## config.mk

```make
export PLATFORM = sky130hd
export DESIGN_NAME = ff_stim_check
export DESIGN_NICKNAME = d
export VERILOG_FILES = /design/src/rtl/ff_stim_check.sv
export SDC_FILE = /design/constraint.sdc
export NUM_CORES = 1
export LEC_CHECK = 0
export BUFFER_PORTS_ARGS = -buffer_cell sky130_fd_sc_hd__buf_2
export CAP_MARGIN = 5
export CORE_MARGIN = 1.5
export CORE_UTILIZATION = 52
export DETAILED_ROUTE_END_ITERATION = 16
export PLACE_DENSITY_LB_ADDON = 0.2
export SLEW_MARGIN = 30
export SYNTH_ARGS = -nofsm -noshare
export SYNTH_HDL_FRONTEND = slang
export SYNTH_SLANG_ARGS = --single-unit
export TNS_END_PERCENT = 100
```

## constraint.sdc

```tcl
create_clock -name clk -period 2.2 [get_ports clk]
set_input_delay 0.44 -clock clk [delete_from_list [all_inputs] [get_ports clk]]
set_output_delay 0.44 -clock clk [all_outputs]
set_load 0.03 [all_outputs]
```

## src/rtl/ff_stim_check.sv

```systemverilog
// ff_stim_check: LFSR stimulus source and cycle-accurate response checker for the ff flip-flop.
// state | meaning -- IDLE: wait start | INIT: DUT held in reset | RUN: vectors applied | DRAIN: last compares | DONE: verdict held
module ff_stim_check #(
    parameter int unsigned NUM_VECTORS = 256,
    parameter logic [7:0]  LFSR_SEED   = 8'hA5,
    parameter int unsigned INIT_CYCLES = 2
) (
    input  logic        clk,
    input  logic        rst_,
    input  logic        start,
    output logic        ff_D,
    output logic        ff_E,
    output logic        ff_R_,
    input  logic        ff_Q,
    input  logic        ff_Q_,
    output logic        busy,
    output logic        done,
    output logic        pass,
    output logic [15:0] err_count,
    output logic [15:0] vec_count
);
    typedef enum logic [2:0] {
        S_IDLE,
        S_INIT,
        S_RUN,
        S_DRAIN,
        S_DONE
    } state_t;

    localparam logic [7:0]  C_SEED       = (LFSR_SEED == 8'h00) ? 8'h01 : LFSR_SEED;
    localparam logic [15:0] C_INIT_LAST  = 16'(INIT_CYCLES - 1);
    localparam logic [15:0] C_RUN_LAST   = 16'(NUM_VECTORS - 1);
    localparam logic [15:0] C_DRAIN_LAST = 16'd1;

    state_t      r_state;
    state_t      w_state_nxt;
    logic [15:0] r_cnt;
    logic [15:0] w_cnt_nxt;
    logic [7:0]  r_lfsr;
    logic [7:0]  w_lfsr_step;
    logic        r_exp_q;
    logic        r_ff_d;
    logic        r_ff_e;
    logic        r_ff_r;
    logic [15:0] r_err;
    logic [15:0] r_vec;
    logic        w_enter_init;
    logic        w_apply;
    logic        w_d_nxt;
    logic        w_e_nxt;
    logic        w_r_nxt;
    logic        w_cmp_en;
    logic        w_mismatch;

    assign w_lfsr_step = {r_lfsr[6:0], r_lfsr[7] ^ r_lfsr[5] ^ r_lfsr[4] ^ r_lfsr[3]};
    assign w_mismatch  = (ff_Q != r_exp_q) || (ff_Q_ == ff_Q);

    always_ff @(posedge clk) begin
        if (!rst_) begin
            r_state <= S_IDLE;
            r_cnt   <= '0;
        end else begin
            r_state <= w_state_nxt;
            r_cnt   <= w_cnt_nxt;
        end
    end

    always_comb begin
        w_state_nxt  = r_state;
        w_cnt_nxt    = r_cnt;
        w_enter_init = 1'b0;
        w_apply      = 1'b0;
        w_cmp_en     = 1'b0;
        w_d_nxt      = 1'b0;
        w_e_nxt      = 1'b0;
        w_r_nxt      = 1'b1;
        case (r_state)
            S_IDLE, S_DONE: begin
                if (start) begin
                    w_state_nxt  = S_INIT;
                    w_cnt_nxt    = C_INIT_LAST;
                    w_enter_init = 1'b1;
                end
            end
            S_INIT: begin
                // first INIT cycle is masked: the DUT has not yet seen R_=0
                w_cmp_en = (r_cnt != C_INIT_LAST);
                if (r_cnt == 16'd0) begin
                    w_state_nxt = S_RUN;
                    w_cnt_nxt   = C_RUN_LAST;
                end else begin
                    w_cnt_nxt = r_cnt - 16'd1;
                end
            end
            S_RUN: begin
                w_cmp_en = 1'b1;
                if (r_cnt == 16'd0) begin
                    w_state_nxt = S_DRAIN;
                    w_cnt_nxt   = C_DRAIN_LAST;
                end else begin
                    w_cnt_nxt = r_cnt - 16'd1;
                end
            end
            S_DRAIN: begin
                w_cmp_en = 1'b1;
                if (r_cnt == 16'd0) begin
                    w_state_nxt = S_DONE;
                end else begin
                    w_cnt_nxt = r_cnt - 16'd1;
                end
            end
            default: w_state_nxt = S_IDLE;
        endcase

        // ff_* are registered, so they follow the state being entered
        if (w_state_nxt == S_INIT) begin
            w_r_nxt = 1'b0;
        end else if (w_state_nxt == S_RUN) begin
            w_apply = 1'b1;
            w_d_nxt = r_lfsr[0];
            w_e_nxt = r_lfsr[1];
            w_r_nxt = |r_lfsr[7:5];
        end
    end

    always_ff @(posedge clk) begin
        if (!rst_) begin
            r_lfsr  <= C_SEED;
            r_exp_q <= 1'b0;
            r_ff_d  <= 1'b0;
            r_ff_e  <= 1'b0;
            r_ff_r  <= 1'b0;
            r_err   <= '0;
            r_vec   <= '0;
        end else begin
            r_ff_d <= w_d_nxt;
            r_ff_e <= w_e_nxt;
            r_ff_r <= w_r_nxt;
            if (w_enter_init) begin
                r_lfsr  <= C_SEED;
                r_exp_q <= 1'b0;
                r_err   <= '0;
                r_vec   <= '0;
            end else begin
                if (!r_ff_r) begin
                    r_exp_q <= 1'b0;
                end else if (r_ff_e) begin
                    r_exp_q <= r_ff_d;
                end
                if (w_apply) begin
                    r_lfsr <= w_lfsr_step;
                    r_vec  <= r_vec + 16'd1;
                end
                if (w_cmp_en && w_mismatch && (r_err != 16'hFFFF)) begin
                    r_err <= r_err + 16'd1;
                end
            end
        end
    end

    assign ff_D      = r_ff_d;
    assign ff_E      = r_ff_e;
    assign ff_R_     = r_ff_r;
    assign busy      = (r_state == S_INIT) || (r_state == S_RUN) || (r_state == S_DRAIN);
    assign done      = (r_state == S_DONE);
    assign pass      = done && (r_err == 16'd0);
    assign err_count = r_err;
    assign vec_count = r_vec;

endmodule

```

==> impl_metrics.yaml, run 1 <==
drt:
  vias_per_cell: 5.99
  wire_per_inst_um: 15.4
  drc: 0
  routed_wirelength_um: 8350
  dr.pass1.iters: 4
  final_antenna_net_count: 0
  drt_iter0_drc: 131
  vias: 3249
hold_path:
  hold_class: "in2reg"
setup_path:
  slowest_stage: "or4_1"
  worstSetupEndpointType: "register"
  required_ps: 2470
  worstPathMaxFanout: 8
  cp-start-kind: "register"
  slowest_delay_ps: 480
  crit_family: "simple AND/OR/NAND/NOR gates"
  cp_cell_sequence: "inv_1 > ha_2 > nor4b_4 > nand4_2 > mux2_4 > or4_1 > a21oi_1"
  worstSetupPathType: "reg2reg"
  cp_num_buf_inv: 1
  arrival_ps: 2410
grt:
  grt_max_degree: 26
  track_usage_pct: 24.2
  grt_pass1_vias: 3011
  grt_overflow: 0
  antenna_found_initial: 0
  grt_pass1_wl_um: 13800
die:
  die_width_um: 83.3
  io_pins: 43
  initial_core_util_pct: 53.4
  row_count: 29
  fp.dieH_um: 83.3
  coreArea_mm2: 0.00628
  dieArea_mm2: 0.00694
cts:
  root_buffer: "clkbuf_8"
  clock_latency_ps: 340
  htree_levels: 3
  cts.clk_slew.worst_paths_ps: 70
  cts_buffers: 9
  cts_tree: "built"
  postCtsHoldBufs: 0
  clockBufferDepth: 2
  cts.sinks: 63
synthesis:
  synth_edf_count: 0
  synth.net_count: 416
  synth_top_area_share_pct: 37.6
  synth_common_cells: "63 x dfxtp_1, 37 x nand2_1, 35 x a21oi_1, 34 x nor2_1, 19 x or4_1"
  synth_cell_types: 52
  avgSynthCellArea_um2: 8.28
  synth_area_mm2: 0.00335
  synth.yosys.seq_area_share_pct: 37.6
  synth.area.top_cells: "dfxtp_1 38%, a21oi_1 5.2%, mux2i_1 4.5%, or4_1 4.3%, nand2_1 4.1%"
  synth-main-ff-cell: "dfxtp_1"
  ys_ff_latch: 63
  synth_top_area_cell: "dfxtp_1"
  syn_inst: 405
  synth_most_common_cell: "dfxtp_1"
  yosys_warnings: 0
  synth-async-reset-ratio_pct: 0
sta:
  final-max-slew-violation-count: 0
  fmaxAchievable_mhz: 467
  finalHoldViolCount: 0
  period_minus_slack_ps: 2140
  setup_violations: 0
  fin_skew_ps: 10.1
  worst_slew_pin_slew_ps: 737
  fin_hold_ws_ps: 466
  slew_headroom_pct: 50.9
  setup_tns_ps: 0
  setup_slack_ps: 59.4
  finalCritPeriodShare_pct: 97.3
layout:
  syn_to_final_growth_pct: 21.1
  fin_area_mm2: 0.00406
  diodes: 0
  fin_nets: 471
  drive_above_1_share_pct: 22.4
place:
  post-place-ws_ps: 21.9
  gp_congestion: 0.846
  dp_hpwl_um: 5830
  placed_cell_area_mm2: 0.00376
  io_buffers: 42
power_and_ir_drop:
  leakagePower_nw: 1.64
  power_w: 0.00634
  peakVddDrop_uv: 896
  p_per_area_mw_per_mm2: 1560
outcome:
  status: "completed"
run:
  maxCapViolCount: 0
==> power breakdown <==
part	switching, W	leakage, nW	internal (W)	total, W
Clock	0.000456	0.130	0.000815	0.00127
Sequential	0.000315	0.512	0.00138	0.00170
Combinational	0.00191	0.999	0.00146	0.00338
Total	0.00268	1.64	0.00366	0.00634
==> cell usage in the layout (no fill, tap or decap), types with 4 or more instances in the layout <==
cell / instances
dfxtp_1: 60
buf_2: 42
nand2_1: 37
a21oi_1: 35
nor2_1: 34
buf_4: 20
or4_1: 19
nand3_1: 17
nor3_1: 14
o31ai_1: 14
mux2i_1: 14
nor4_1: 12
o21ai_0: 12
inv_1: 11
clkbuf_8: 11
nand2b_1: 9
and3_1: 7
or3_1: 7
o211ai_1: 6
xor2_1: 6
nand4_1: 5
o22ai_1: 5
ha_1: 5
xnor2_1: 4
==> final timing paths <==
| kind | start | slack, ps | depth (start not counted) | endpoint |
|---|---|---|---|---|
| hold / removal | rst_ | 470 | 2 | r_state[2]$_SDFF_PN0_ |
| setup reg to reg | r_cnt[0]$_SDFFE_PN0P_ | 60 | 7 | vec_count[10]$_SDFFE_PP0P_ |
| setup / recovery | r_cnt[0]$_SDFFE_PN0P_ | 60 | 7 | vec_count[10]$_SDFFE_PP0P_ |
| hold reg to reg | r_lfsr[2]$_SDFFE_PP1P_ | 480 | 2 | r_lfsr[2]$_SDFFE_PP1P_ |
==> stage by stage <==
step / std cells / utilization [%]
2_1_floorplan: 405 / -
3_3_place_gp: 523 / 60.0
3_5_place_dp: 523 / 60.0
4_1_cts: 539 / 64.1
5_1_grt: 542 / 64.7
6_report: 542 / 64.7
==> metal layers <==
layer | GRT usage, % | vias to the layer above | wire, um
met5 | 0 | - | 0
met4 | 8.94 | 0 | 117
met3 | 5.86 | 14 | 342
met2 | 40.1 | 70 | 4070
met1 | 30.4 | 1543 | 3820
li1 | - | 1622 | -
==> registers in the layout, summed over array words and instances, names as in the netlist <==
register,count
r_cnt,16
r_state,3
r_exp_q,1
vec_count,16
ff_D,1
ff_R_,1
err_count,16
r_lfsr,8
ff_E,1
==> what timing repair did <==
action,in CTS,in global routing
endpoints found under the setup margin,4,8
pin swaps,0,4
setup buffers,0,3
gates resized for setup,1,5
==> logic make-up after synthesis <==
logic type      after synthesis  synth area share [%]
compound gates               91                  17.0
mux                          17                  5.26
xor+xnor                     10                  2.61
fa+ha+maj                     6                  2.24
buf+inv                      33                  4.33
flops                        63                  37.6
simple gates                185                  31.0
==> final cells by class <==
type                            count  area (um2)
Sequential cell                    63        1270
Clock inverter                      5         104
Inverter                           12        45.0
Timing Repair Buffer               65         420
Fill cell                         540        2210
Tap cell                           77        96.3
Clock buffer                       11         151
Multi-Input combinational cell    309        1980
No activity file was read; power rests on OpenSTA's default activity.
==> run 2: changes to the inputs <==
--- a/config.mk
+++ b/config.mk
@@ -10,7 +10,7 @@
 export CORE_MARGIN = 1.5
 export CORE_UTILIZATION = 52
 export DETAILED_ROUTE_END_ITERATION = 16
-export PLACE_DENSITY_LB_ADDON = 0.2
+export PLACE_DENSITY = 0.86
 export SLEW_MARGIN = 30
 export SYNTH_ARGS = -nofsm -noshare
 export SYNTH_HDL_FRONTEND = slang
==> run 2 against run 1 <==
  * Global-route usage increased by 0.90 points
  * Routed wire length increased by 1.7%
  * Cell count unchanged
  * Via count increased by 3.7%
  * First-iteration DRC count increased by 110%
  * Total power decreased by 1.8%
  * Worst setup slack got worse by 7.2 ps
  * Clock power decreased by 11%
  * Sequential cell count unchanged
  * Die area unchanged
  * Critical path type unchanged
  * Largest cell class unchanged
  * Largest power group unchanged
==> impl_metrics.yaml, run 2 (synthesis results as in run 1) <==
outcome:
  status: "completed"
layout:
  diodes: 0
  final_common_cell: "dfxtp_1"
  fin_nets: 471
  instances_no_fill: 542
  n_fill_cell: 507
  fin_area_mm2: 0.00405
  layout_common_cells: "60 x dfxtp_1, 42 x buf_2, 37 x nand2_1, 34 x nor2_1, 33 x a21oi_1"
  drive_above_1_share_pct: 23.0
  syn_to_final_growth_pct: 20.7
  finish.utilization_pct: 64.5
drt:
  drc: 0
  routed_wirelength_um: 8490
  wire_per_inst_um: 15.7
  drt_iter0_drc: 272
  vias: 3369
  vias_per_cell: 6.22
  dr.pass1.iters: 5
  final_antenna_net_count: 0
power_and_ir_drop:
  pwr-share-comb_pct: 54.7
  p_int_w: 0.00352
  switching_share_pct: 43.5
  switchingPower_w: 0.00271
  leakagePower_nw: 1.62
  p_per_area_mw_per_mm2: 1540
  clkPwrFrac_pct: 18.1
  peakVddDrop_uv: 964
  p_seq_share_pct: 27.3
sta:
  worst_slew_pin_slew_ps: 766
  setup_slack_ps: 52.1
  final-max-slew-violation-count: 0
  period_minus_slack_ps: 2150
  finalHoldViolCount: 0
  rsz0062_at_grt: "true"
  slew_headroom_pct: 48.7
  fmaxAchievable_mhz: 466
  finalCritPeriodShare_pct: 97.6
  setup_violations: 0
  fin_skew_ps: 9.78
  fin_hold_ws_ps: 457
setup_path:
  worstPathMaxFanout: 5
  cp_cell_sequence: "inv_1 > ha_2 > nor4b_4 > nand4_2 > mux2_4 > or4_1 > a21oi_2"
  arrival_ps: 2440
  worstSetupPathType: "reg2reg"
  cp-start-kind: "register"
  slowest_delay_ps: 510
  required_ps: 2490
  crit_start: "r_cnt[1]$_SDFFE_PN0P_"
  slowest_stage: "or4_1"
  worstSetupEndpointType: "register"
  r2r-start: "r_cnt[1]$_SDFFE_PN0P_"
die:
  row_count: 29
  fp.dieH_um: 83.3
  die_width_um: 83.3
  dieArea_mm2: 0.00694
  coreArea_mm2: 0.00628
  initial_core_util_pct: 53.4
  io_pins: 43
cts:
  htree_levels: 3
  clockBufferDepth: 2
  postCtsHoldBufs: 0
  cts_tree: "built"
  clock_latency_ps: 350
  cts.sinks: 63
  cts_buffers: 9
  root_buffer: "clkbuf_8"
  cts.clk_slew.worst_paths_ps: 80
place:
  gp_congestion: 0.897
  post-place-ws_ps: -22.1
  dp_cells: 522
  dp_hpwl_um: 5820
  placed_cell_area_mm2: 0.00376
  io_buffers: 42
grt:
  grt_max_degree: 26
  grt_pass1_vias: 3100
  grt_pass1_wl_um: 14300
  track_usage_pct: 25.1
  grt_overflow: 0
  antenna_found_initial: 0
run:
  maxCapViolCount: 0
hold_path:
  hold_start: "rst_"
  hold_class: "in2reg"
run 2: critical path: cells and delay by family (launching register included):
family / cells / cell delay, ps
AND/OR/NAND/NOR: 3 / 920
AO/OA/AOI/OAI: 1 / 170
flip-flops: 1 / 340
adder cells (fa/ha/maj): 1 / 190
buffers and inverters: 1 / 100
multiplexers: 1 / 380
run 2: timing repair:
action | in CTS | in global routing
pin swaps | 0 | 3
setup endpoints to repair | 4 | 12
gates cloned | 0 | 1
resized for setup | 1 | 9
setup buffers | 0 | 3
run 2: stage by stage:
step / total power [W] / TNS [ps]
finish: 0.00623 / 0
global route: 0.00667 / -212
CTS: 0.00599 / 0
detailed placement: 0.00484 / -22.1
global placement: 0.00473 / 0
floorplan: 0.00410 / 0
run 2: path summary, 6_finish.rpt:
kind | to | slack (ps) | cells past startpoint
min | r_state[2]$_SDFF_PN0_ | 460 | 2
max | vec_count[10]$_SDFFE_PP0P_ | 50 | 7
min reg2reg | r_exp_q$_SDFFE_PP0P_ | 500 | 1
max reg2reg | vec_count[10]$_SDFFE_PP0P_ | 50 | 7
run 2: final cells by class:
cell class | instances | area (um2) | share of cell area [%]
Multi-Input combinational cell | 310 | 2000 | 49.5
Timing Repair Buffer | 64 | 413 | 10.2
Clock inverter | 6 | 93.8 | 2.32
Sequential cell | 63 | 1270 | 31.4
Clock buffer | 10 | 128 | 3.15
Inverter | 12 | 45.0 | 1.11
Tap cell | 77 | 96.3 | 2.38
run 2: power by group through the flow:
stage	Clock [W]	Sequential, W	Combinational (W)
finish	0.00113	0.00170	0.00340
floorplan	0	0.00166	0.00244
detailed placement	0	0.00169	0.00315
CTS	0.00114	0.00167	0.00318
global placement	0	0.00167	0.00306
global route	0.00120	0.00173	0.00374
run 2: routing by layer:
metal  wire length [um]  GRT usage (%)  vias up
met3                478           7.26       13
met2               4270           42.2      119
met1               3640           30.9     1620
met5                  0              0        -
met4                 94           7.88        0
li1                   -              -     1617
==> run 3: changes to the inputs <==
--- a/config.mk
+++ b/config.mk
@@ -11,6 +11,7 @@
 export CORE_UTILIZATION = 52
 export DETAILED_ROUTE_END_ITERATION = 16
 export PLACE_DENSITY = 0.86
+export SKIP_CTS_REPAIR_TIMING = 1
 export SLEW_MARGIN = 30
 export SYNTH_ARGS = -nofsm -noshare
 export SYNTH_HDL_FRONTEND = slang
==> constraint.sdc (replaced) <==
create_clock -name clk -period 1.8 [get_ports clk]
set_input_delay 0.36 -clock clk [delete_from_list [all_inputs] [get_ports clk]]
set_output_delay 0.36 -clock clk [all_outputs]
set_load 0.03 [all_outputs]
==> run 3 against run 2 <==
  * The flow now finishes with violations (negative setup slack)
  * Sequential cell count unchanged
  * Total power grew 60%
  * Maximum frequency up 1.2%
  * Design area grew 20%
  * Clock power is 38% higher
  * Sequential share of layout area is 4.3 points lower
  * Clock skew fell by 1.8 ps
  * Combinational power grew 86%
  * Critical path depth unchanged
  * Routed wire length up 35%
  * Via count is 14% higher
  * Sequential power up 21%
==> impl_metrics.yaml, run 3 (synthesis results as in run 1) <==
setup_path:
  required_ps: 2070
  worstSetupEndpointType: "register"
  cp-start-kind: "register"
  worstSetupPathType: "reg2reg"
  arrival_ps: 2400
  r2r_cells: 7
  worstPathMaxFanout: 13
place:
  dp_hpwl_um: 6360
  gp_congestion: 0.890
  io_buffers: 42
cts:
  root_buffer: "clkbuf_8"
  htree_levels: 3
  cts_buffers: 9
  cts.clk_slew.worst_paths_ps: 80
  cts_tree: "built"
  clockBufferDepth: 2
  cts.sinks: 63
  clock_latency_ps: 360
drt:
  wl_met1_um: 4340
  route.met3.wl_um: 722
  wire_per_inst_um: 19.5
  wl_met2_um: 6050
  drt_iter0_drc: 345
  dr.max_layer_used: "met4"
  routed_wirelength_um: 11400
  vias: 3836
  drc: 0
  vias_per_cell: 6.55
  final_antenna_net_count: 0
  dr.pass1.iters: 5
sta:
  fin_hold_ws_ps: 350
  setup_violations: 56
  setup_slack_ps: -322
  worst_slew_pin_slew_ps: 615
  finalCritPeriodShare_pct: 118
  rsz0062_at_grt: "true"
  finalHoldViolCount: 0
  period_minus_slack_ps: 2120
  fin_skew_ps: 8.02
  slew_headroom_pct: 58.7
  fmaxAchievable_mhz: 471
  final-max-slew-violation-count: 0
outcome:
  status: "finished, violations left"
  violations: "negative setup slack"
die:
  initial_core_util_pct: 53.4
  row_count: 29
  io_pins: 43
  die_width_um: 83.3
  coreArea_mm2: 0.00628
  dieArea_mm2: 0.00694
  fp.dieH_um: 83.3
grt:
  antenna_found_initial: 0
  grt_pass1_wl_um: 15200
  grt_overflow: 0
  track_usage_pct: 26.8
  grt_max_degree: 26
  grt_pass1_vias: 3347
power_and_ir_drop:
  leakagePower_nw: 1.95
  peakVddDrop_uv: 1490
  p_per_area_mw_per_mm2: 2040
layout:
  n_fill_cell: 371
  drive_above_1_share_pct: 44.6
  diodes: 0
  syn_to_final_growth_pct: 45.4
  layout_common_cells: "53 x buf_4, 41 x buf_2, 37 x nand2_1, 35 x dfxtp_1, 31 x nor2_1"
  finish.utilization_pct: 77.7
  final_common_cell: "buf_4"
  fin_nets: 515
hold_path:
  hold-path-cell-count: 2
  hold_class: "in2reg"
run:
  maxCapViolCount: 0
==> run 3: worst max-delay path, cell delays in order (launching register included) <==
cell     delay, ps
dfxtp_2        350
inv_2           60
buf_4          140
ha_4           160
a311o_2        450
buf_12         170
or4_1          520
a21oi_1        190
==> run 3: worst paths after layout <==
path / startpoint / end / slack, ps
setup / recovery: r_cnt[1]$_SDFFE_PN0P_ / err_count[6]$_SDFFE_PP0P_ / -320
hold / removal: rst_ / r_state[2]$_SDFF_PN0_ / 350
setup reg to reg: r_cnt[1]$_SDFFE_PN0P_ / err_count[6]$_SDFFE_PP0P_ / -320
hold reg to reg: vec_count[15]$_SDFFE_PP0P_ / vec_count[15]$_SDFFE_PP0P_ / 470
==> run 3: per-stage QoR <==
step	setup TNS (ps)	power (W)	cells	setup slack (ps)	instance area (um2)
finish	-8750	0.00995	586	-322	4880
global route	-12310	0.0104	586	-346	4880
CTS	-7790	0.00841	575	-283	4400
detailed placement	-6020	0.00682	559	-231	4150
global placement	-3270	0.00664	559	-158	4150
floorplan	-1930	0.00525	405	-181	3520
==> run 3: layout make-up <==
class	count	area (um2)	share of cell area (%)
tap	77	96.3	1.98
sequential	63	1320	27.0
clock buffer	11	163	3.34
clock inverter	5	86.3	1.77
inverter	12	45.0	0.924
multi-input combinational	310	2340	48.1
timing repair buffer	108	823	16.9
==> run 3: power breakdown <==
part / internal (W) / total, W / switching [W]
logic: 0.00308 / 0.00632 / 0.00324
registers: 0.00172 / 0.00206 / 0.000341
clock network: 0.000912 / 0.00156 / 0.000652
total: 0.00571 / 0.00995 / 0.00423
==> run 3: layer usage <==
metal,up-vias,global-route usage (%)
met1,1890,31.9
met4,0,10.6
met3,34,5.47
li1,1716,-
met5,-,0
met2,196,47.2
